===== config.mk =====
export PLATFORM = sky130hd
export DESIGN_NAME = preadder_pipe_flat
export DESIGN_NICKNAME = d
export VERILOG_FILES = /design/src/rtl/preadder_pipe_if.sv /design/src/rtl/preadder_pipe.sv /design/src/flat_wrapper.sv
export SDC_FILE = /design/constraint.sdc
export NUM_CORES = 1
export LEC_CHECK = 0
export BUFFER_PORTS_ARGS = -buffer_cell sky130_fd_sc_hd__buf_2
export CAP_MARGIN = 10
export CORE_MARGIN = 3
export CORE_UTILIZATION = 13
export DETAILED_ROUTE_END_ITERATION = 7
export PLACE_DENSITY = 0.77
export SLEW_MARGIN = 10
export SYNTH_ARGS = -nofsm -noshare
export SYNTH_HDL_FRONTEND = slang
export SYNTH_SLANG_ARGS = --single-unit

===== constraint.sdc =====
create_clock -name clk -period 0.8 [get_ports clk]
set_clock_uncertainty 0.2 [all_clocks]
set_input_delay 0.16 -clock clk [delete_from_list [all_inputs] [get_ports clk]]
set_output_delay 0.16 -clock clk [all_outputs]
set_load 0.02 [all_outputs]

===== src/rtl/preadder_pipe_if.sv =====
// preadder_pipe_if: operand, control and result signals of the pre-adder pipeline.
interface preadder_pipe_if #(parameter int WIDTH = 25);
    logic                    CED;
    logic                    CEAD;
    logic signed [WIDTH-1:0] D;
    logic signed [WIDTH-1:0] AMULT_REGA;
    logic [2:0]              INMODE;
    logic                    IN_VALID;
    logic                    CLR_OVF;
    logic signed [WIDTH-1:0] AMULT;
    logic                    OUT_VALID;
    logic                    OVF;
    logic                    OVF_STICKY;
    modport master (output CED, CEAD, D, AMULT_REGA, INMODE, IN_VALID, CLR_OVF,
                    input  AMULT, OUT_VALID, OVF, OVF_STICKY);
    modport slave  (input  CED, CEAD, D, AMULT_REGA, INMODE, IN_VALID, CLR_OVF,
                    output AMULT, OUT_VALID, OVF, OVF_STICKY);
endinterface


===== src/rtl/preadder_pipe.sv =====
// preadder_pipe: D delay line, saturating/wrapping pre-adder and AD pipeline feeding the multiplier A side.
module preadder_pipe #(
    parameter int WIDTH     = 25,
    parameter int DREG      = 1,
    parameter int ADREG     = 1,
    parameter int USE_DPORT = 0,
    parameter int SATURATE  = 0
) (
    input logic clk,
    input logic RST,
    preadder_pipe_if.slave io
);
    localparam int AW = WIDTH + 2;
    localparam logic signed [WIDTH-1:0] MAXV = {1'b0, {(WIDTH-1){1'b1}}};
    localparam logic signed [WIDTH-1:0] MINV = {1'b1, {(WIDTH-1){1'b0}}};
    localparam bit DP = USE_DPORT != 0;

    logic [WIDTH:0]          d_out;
    logic signed [WIDTH:0]   a_x, d_x, a_sel, p_full;
    logic                    p_ovf;
    logic signed [WIDTH-1:0] p_val;
    logic [AW-1:0]           ad_in, ad_out;
    logic signed [WIDTH-1:0] ad_p;
    logic                    ad_ovf, ad_v, ovf_o, v_o;
    logic                    sticky_q, sticky_d;

    // Valid rides as the MSB of each D stage word.
    generate
        if (DREG > 0) begin : g_d
            logic [WIDTH:0] d_q [DREG];
            logic [WIDTH:0] d_d [DREG];
            always_comb begin
                d_d = d_q;
                if (DP && io.CED) begin
                    d_d[0] = {io.IN_VALID, io.D};
                    for (int i = 1; i < DREG; i++) d_d[i] = d_q[i-1];
                end
            end
            always_ff @(posedge clk or posedge RST)
                if (RST) for (int i = 0; i < DREG; i++) d_q[i] <= '0;
                else     d_q <= d_d;
            assign d_out = d_q[DREG-1];
        end else begin : g_nd
            assign d_out = {io.IN_VALID, io.D};
        end
    endgenerate

    always_comb begin
        a_x    = {io.AMULT_REGA[WIDTH-1], io.AMULT_REGA};
        d_x    = {d_out[WIDTH-1], d_out[WIDTH-1:0]};
        a_sel  = io.INMODE[2] ? -a_x : a_x;
        p_full = io.INMODE[0] ? (io.INMODE[1] ? d_x : '0) : (io.INMODE[1] ? d_x + a_sel : a_sel);
        p_ovf  = p_full[WIDTH] ^ p_full[WIDTH-1];
        p_val  = (p_ovf && SATURATE != 0) ? (p_full[WIDTH] ? MINV : MAXV) : p_full[WIDTH-1:0];
        ad_in  = {d_out[WIDTH], p_ovf, p_val};
    end

    generate
        if (ADREG > 0) begin : g_ad
            logic [AW-1:0] ad_q [ADREG];
            logic [AW-1:0] ad_d [ADREG];
            always_comb begin
                ad_d = ad_q;
                if (DP && io.CEAD) begin
                    ad_d[0] = ad_in;
                    for (int i = 1; i < ADREG; i++) ad_d[i] = ad_q[i-1];
                end
            end
            always_ff @(posedge clk or posedge RST)
                if (RST) for (int i = 0; i < ADREG; i++) ad_q[i] <= '0;
                else     ad_q <= ad_d;
            assign ad_out = ad_q[ADREG-1];
        end else begin : g_nad
            assign ad_out = ad_in;
        end
    endgenerate

    always_comb begin
        ad_p     = ad_out[WIDTH-1:0];
        ad_ovf   = ad_out[WIDTH];
        ad_v     = ad_out[WIDTH+1];
        v_o      = DP ? ad_v : io.IN_VALID;
        ovf_o    = DP ? (ad_ovf & ad_v) : 1'b0;
        sticky_d = (ovf_o && v_o) ? 1'b1 : (io.CLR_OVF ? 1'b0 : sticky_q);
    end

    always_ff @(posedge clk or posedge RST)
        if (RST) sticky_q <= 1'b0;
        else     sticky_q <= sticky_d;

    assign io.AMULT      = DP ? ad_p : (io.INMODE[0] ? '0 : io.AMULT_REGA);
    assign io.OUT_VALID  = v_o;
    assign io.OVF        = ovf_o;
    assign io.OVF_STICKY = sticky_q;
endmodule


===== src/flat_wrapper.sv =====
// flat-port wrapper written by rule: the top's interface ports become plain ports
module preadder_pipe_flat 
#(
    parameter int WIDTH     = 25,
    parameter int DREG      = 1,
    parameter int ADREG     = 1,
    parameter int USE_DPORT = 0,
    parameter int SATURATE  = 0
)
  (clk, RST, io_CED, io_CEAD, io_D, io_AMULT_REGA, io_INMODE, io_IN_VALID, io_CLR_OVF, io_AMULT, io_OUT_VALID, io_OVF, io_OVF_STICKY);
  preadder_pipe_if #(.WIDTH(WIDTH)) io_i ();
  input logic clk;
  input logic RST;
  input wire logic [$bits(io_i.CED)-1:0] io_CED;
  input wire logic [$bits(io_i.CEAD)-1:0] io_CEAD;
  input wire logic [$bits(io_i.D)-1:0] io_D;
  input wire logic [$bits(io_i.AMULT_REGA)-1:0] io_AMULT_REGA;
  input wire logic [$bits(io_i.INMODE)-1:0] io_INMODE;
  input wire logic [$bits(io_i.IN_VALID)-1:0] io_IN_VALID;
  input wire logic [$bits(io_i.CLR_OVF)-1:0] io_CLR_OVF;
  output wire logic [$bits(io_i.AMULT)-1:0] io_AMULT;
  output wire logic [$bits(io_i.OUT_VALID)-1:0] io_OUT_VALID;
  output wire logic [$bits(io_i.OVF)-1:0] io_OVF;
  output wire logic [$bits(io_i.OVF_STICKY)-1:0] io_OVF_STICKY;
  assign io_i.CED = io_CED;
  assign io_i.CEAD = io_CEAD;
  assign io_i.D = io_D;
  assign io_i.AMULT_REGA = io_AMULT_REGA;
  assign io_i.INMODE = io_INMODE;
  assign io_i.IN_VALID = io_IN_VALID;
  assign io_i.CLR_OVF = io_CLR_OVF;
  assign io_AMULT = io_i.AMULT;
  assign io_OUT_VALID = io_i.OUT_VALID;
  assign io_OVF = io_i.OVF;
  assign io_OVF_STICKY = io_i.OVF_STICKY;
  preadder_pipe #(.WIDTH(WIDTH), .DREG(DREG), .ADREG(ADREG), .USE_DPORT(USE_DPORT), .SATURATE(SATURATE)) u_core (.clk(clk), .RST(RST), .io(io_i));
endmodule

Word-level counts from Yosys, hierarchy flattened. Cells that the tools add are included.

Muxes and demuxes: 1.

Operator list (count): 25-bit two-way mux (1).

Register bits: 0. Output and inout port bits: 28. Input bits: 59.

Depth between registers and ports, before layout. Gate-level depths: netlist of run 1.

Word-level depth: 1. Gate-level depth with buffers: 2.

Worst setup path after synthesis of run 1. Ideal clock, no wire load.

Path type: input port to output port. Start: in io_INMODE[0]. End: out io_AMULT[10]. Data required time: 0.440 ns. Arrival time: 0.622 ns. Setup slack: -0.182 ns. Buffers on the path: 1. Stages on the path: 2. Cells stage by stage: buf_4 -> nor2b_1.

Cells in the longest elaborated chain, start to end: 1.

RTL lines: start, declared (RTL line flat_wrapper.sv:18) `input wire logic [$bits(io_i.INMODE)-1:0] io_INMODE;`; 25-bit two-way mux (RTL line preadder_pipe.sv:91) `assign io.AMULT = DP ? ad_p : (io.INMODE[0] ? '0 : io.AMULT_REGA);`; end, declared (RTL line flat_wrapper.sv:21) `output wire logic [$bits(io_i.AMULT)-1:0] io_AMULT;`.

Every way passes these cells.

Final worst setup path of run 1.
Start: in io_INMODE[0]. End: out io_AMULT[7].

The elaborated chain is that of the path after synthesis.

==> results of run 1 <==
final cells by class:
cell class | count | area share (%)
multi-input cells | 27 | 39.3
well taps | 15 | 2.13
repair buffers | 58 | 58.6
per-stage QoR:
step | worst slack (ns) | cells | area, um^2 | TNS [ns]
final | -0.230 | 100 | 880 | -5.22
after global routing | -0.247 | 100 | 880 | -5.67
after CTS | -0.225 | 99 | 867 | -5.15
after detailed placement | -0.367 | 95 | 627 | -8.05
after global placement | -0.344 | 95 | 627 | -7.59
after floorplan | -0.0251 | 32 | 388 | -0.502
report_power, final:
group	switching [uW]	internal [uW]	total, uW
clock network	0	0	0
registers	0	0	0
logic	226	310	536
total	226	310	536
placed cells by master (no fill, tap or decap):
cell     count
conb_1       2
buf_4        4
nor2b_4     24
buf_16       1
buf_12       2
buf_2       25
buf_6       26
and2b_1      1
layer usage:
layer | part of all wire, % | GRT usage [%]
met5 | 0 | 0
met4 | 2.9 | 4.09
met3 | 8.5 | 0.797
met2 | 65 | 26.3
met1 | 24 | 11.5
cell families after synthesis:
family	share of synthesized area (%)
buffers and inverters	18.9
and+or+nand+nor	79.2
other	1.88
worst min-delay path by stage:
| stage | slack [ns] | to |
|---|---|---|
| after floorplan | 0.17 | io_AMULT[0] |
| after global placement | 0.12 | io_OUT_VALID |
| after detailed placement | 0.12 | io_OUT_VALID |
| after CTS | 0.12 | io_OUT_VALID |
| after global routing | 0.12 | io_OUT_VALID |
| final | 0.12 | io_OUT_VALID |
worst max-delay path, stage by stage:
cell and delay [ns]:
buf_12 0.12, buf_16 0.15, nor2b_4 0.12, buf_6 0.12
what timing repair did:
| action | 4_1_cts | 5_1_grt |
|---|---|---|
| setup buffers | 3 | 1 |
| gates resized for setup | 59 | 1 |
| cloned | 1 | 0 |
| endpoints found under the setup margin | 25 | 25 |
| hold buffers | 0 | 0 |
==> flow_summary.toml, run 1 <==
[run_status]
outcome = "complete, but fails checks"
violations = "negative setup slack"

[timing]
finalSetupViolCount = 25
period_needed_ns = 1.03
layout_setup_ws_ns = -0.230
rsz0062_at_grt = "yes"
slew_violations = 0
hold_ws_ns = 0.120
max_freq_ghz = 0.971
finalCritPeriodShare_pct = 129
finalHoldViolCount = 0

[layout]
synthToLayoutAreaGrowth_pct = 342
post-route-util_pct = 64.4
seq_area_um2 = 0
clock_buffers = 0
fill_cells = 111
multi_input_area_um2 = 345
layout.nets = 146
drive_gt1_share_pct = 96.5
diodes = 0
seq_cells = 0

[setup_path]
critPathMaxFanout = 8
path_class = "in -> out"
cp-end-kind = "primary output"
arrival_ns = 0.67
crit_end = "io_AMULT[7]"
cp-startpoint = "io_INMODE[0]"
start_kind = "input port"
crit_required_ns = 0.44

[pwr]
power_density_mw_per_mm2 = 609
total_power_uw = 536
cellLeakagePower_uw = 0.000494
vdd.ir_drop.worst_uv = 280

[min_path]
worstHoldStart = "io_IN_VALID"
hp-class = "in -> out"
min_path_cells = 0

[global_route]
grt_pass1_vias = 429
grt_pass1_wl_um = 1860
grt_remaining_overflow = 0
grt_max_degree = 9
grt_usage_pct = 12.2
antenna_found_initial = 0

[routing]
via_per_inst = 4.04
drc = 0
route.vias.total = 404
drt_wl_total_um = 1300
drtAntennaViolNets = 0
firstDrtPassIters = 2
routedWlPerCell_um = 13.0
drt_iter0_drc = 2

[placement]
place.gp.congestion = 0.661
io_buffers = 51
hpwl_um = 910

[floorplan]
coreArea_mm2 = 0.00137
ios = 87
die_w_um = 45.1
fp.dieArea_mm2 = 0.00204
placementRows = 13
die_height_um = 45.1
start_util_pct = 14.6

[logic_synthesis]
yosysSeqAreaShare_pct = 0
yosys_warnings = 0
synth_top_area_share_pct = 75.5
synthCells = 31
ys_top_cells_by_area = "nor2b_1 75%, buf_4 19%, and2b_1 3.8%"
syn-mean-instance-area_um2 = 6.42
synth_common_cells = "24 x nor2b_1, 5 x buf_4, 1 x and2b_1, 1 x conb_1"
synth_cell_type_count = 4
synth_largest_area_cell = "nor2b_1"
synth.most_common_cell = "nor2b_1"
syn-cell-area_um2 = 199

[flow_run]
drv_cap = 0
Power figures use the tool's default switching activity.
==> run 2, diff against run 1 <==
- TNS_END_PERCENT: not set -> 1
==> run 2 against run 1 <==
Net effect:
- largest power group unchanged
- critical endpoint is now io_AMULT[5]
- critical path type unchanged
- utilization down 3.1 points
- non-clock buffer count decreased by 3
- highest routed layer is now met3
- the flow still finishes with violations (negative setup slack)
- die area is the same
==> flow_summary.toml, run 2 (synthesized netlist as in run 1, its figures left out) <==
[run_status]
outcome = "complete, but fails checks"
violations = "negative setup slack"

[setup_path]
crit_required_ns = 0.44
path_class = "in -> out"
arrival_ns = 0.66
start_kind = "input port"
cp-end-kind = "primary output"
critPathMaxStageDelay_ns = 0.15
critPathMaxFanout = 7
path_cells = "buf_12 -> buf_16 -> nor2b_4 -> buf_6"
slowest_stage = "buf_16"

[floorplan]
coreArea_mm2 = 0.00137
placementRows = 13
start_util_pct = 14.6
ios = 87
die_w_um = 45.1
fp.dieArea_mm2 = 0.00204
die_height_um = 45.1

[pwr]
switchingPower_uw = 216
cellLeakagePower_uw = 0.000466
p_int_uw = 294
total_power_uw = 510
clock_power_share_pct = 0
seq_power_share_pct = 0
power_density_mw_per_mm2 = 609
pwr-share-comb_pct = 100.0
p_sw_share_pct = 42.4
vdd.ir_drop.worst_uv = 327

[routing]
drt_iter0_drc = 0
route.vias.total = 386
firstDrtPassIters = 1
routedWlPerCell_um = 11.2
drt_wl_total_um = 1080
drc = 0
via_per_inst = 3.98
drtAntennaViolNets = 0

[placement]
placed_area_um2 = 627
hpwl_um = 837
placedCellCount = 96
place.gp.congestion = 0.660
io_buffers = 51

[layout]
seq_cells = 0
layout.nets = 143
final_cell_mix = "25 x buf_2, 22 x buf_6, 21 x nor2b_4"
fin_area_um2 = 837
diodes = 0
final_common_cell = "buf_2"
fill_cells = 121
multi_input_area_um2 = 325
seq_area_um2 = 0
post-route-util_pct = 61.3
synthToLayoutAreaGrowth_pct = 321
final_cells = 97
clock_buffers = 0
drive_gt1_share_pct = 93.9

[timing]
period_needed_ns = 1.02
slew_violations = 0
finalSetupViolCount = 25
max_freq_ghz = 0.982
finalCritPeriodShare_pct = 127
finalHoldViolCount = 0
hold_ws_ns = 0.120
layout_setup_ws_ns = -0.219
rsz0062_at_grt = "yes"

[global_route]
grt_usage_pct = 10.8
grt_max_degree = 8
grt_pass1_wl_um = 1680
grt_pass1_vias = 419
grt_remaining_overflow = 0
antenna_found_initial = 0

[clocking]
ctsHoldBuffers = 0

[min_path]
hp-class = "in -> out"

[flow_run]
drv_cap = 0
run 2: layout make-up:
class              instances  area share (%)
multi-input cells         27            38.9
repair buffers            55            58.9
well taps                 15            2.24
run 2: routing by layer:
layer	up-vias	global-route usage, %	wire (um)
met5	-	0	0
met4	0	0	0
met3	0	0	114
met2	28	26.0	705
met1	169	9.65	264
li1	189	-	-
run 2: through the flow:
step | setup slack, ns | setup TNS [ns]
floorplan | -0.0472 | -0.891
global placement | -0.311 | -7.07
detailed placement | -0.331 | -7.32
CTS | -0.219 | -5.10
finish | -0.219 | -5.07
global route | -0.245 | -5.54
run 2: critical path, delay by kind of cell:
kind	cells	cell delay (ns)
buffers and inverters	3	0.39
AND/OR/NAND/NOR	1	0.11
run 2: power by group through the flow:
| stage | clock, uW | sequential (uW) | combinational, uW |
|---|---|---|---|
| 3_3_place_gp | 0 | 0 | 377 |
| 6_report | 0 | 0 | 510 |
| 4_1_cts | 0 | 0 | 510 |
| 3_5_place_dp | 0 | 0 | 384 |
| 2_1_floorplan | 0 | 0 | 265 |
| 5_1_grt | 0 | 0 | 537 |
run 2: worst paths after layout:
path	cells past startpoint	from	slack (ns)	endpoint
worst max-delay path	4	io_INMODE[0]	-0.22	io_AMULT[5]
worst min-delay path	0	io_IN_VALID	0.12	io_OUT_VALID
run 2: timing repair:
action,4_1_cts,5_1_grt
setup endpoints to repair,25,25
gates resized for setup,56,1
buffers inserted,0,0
cloned,1,0
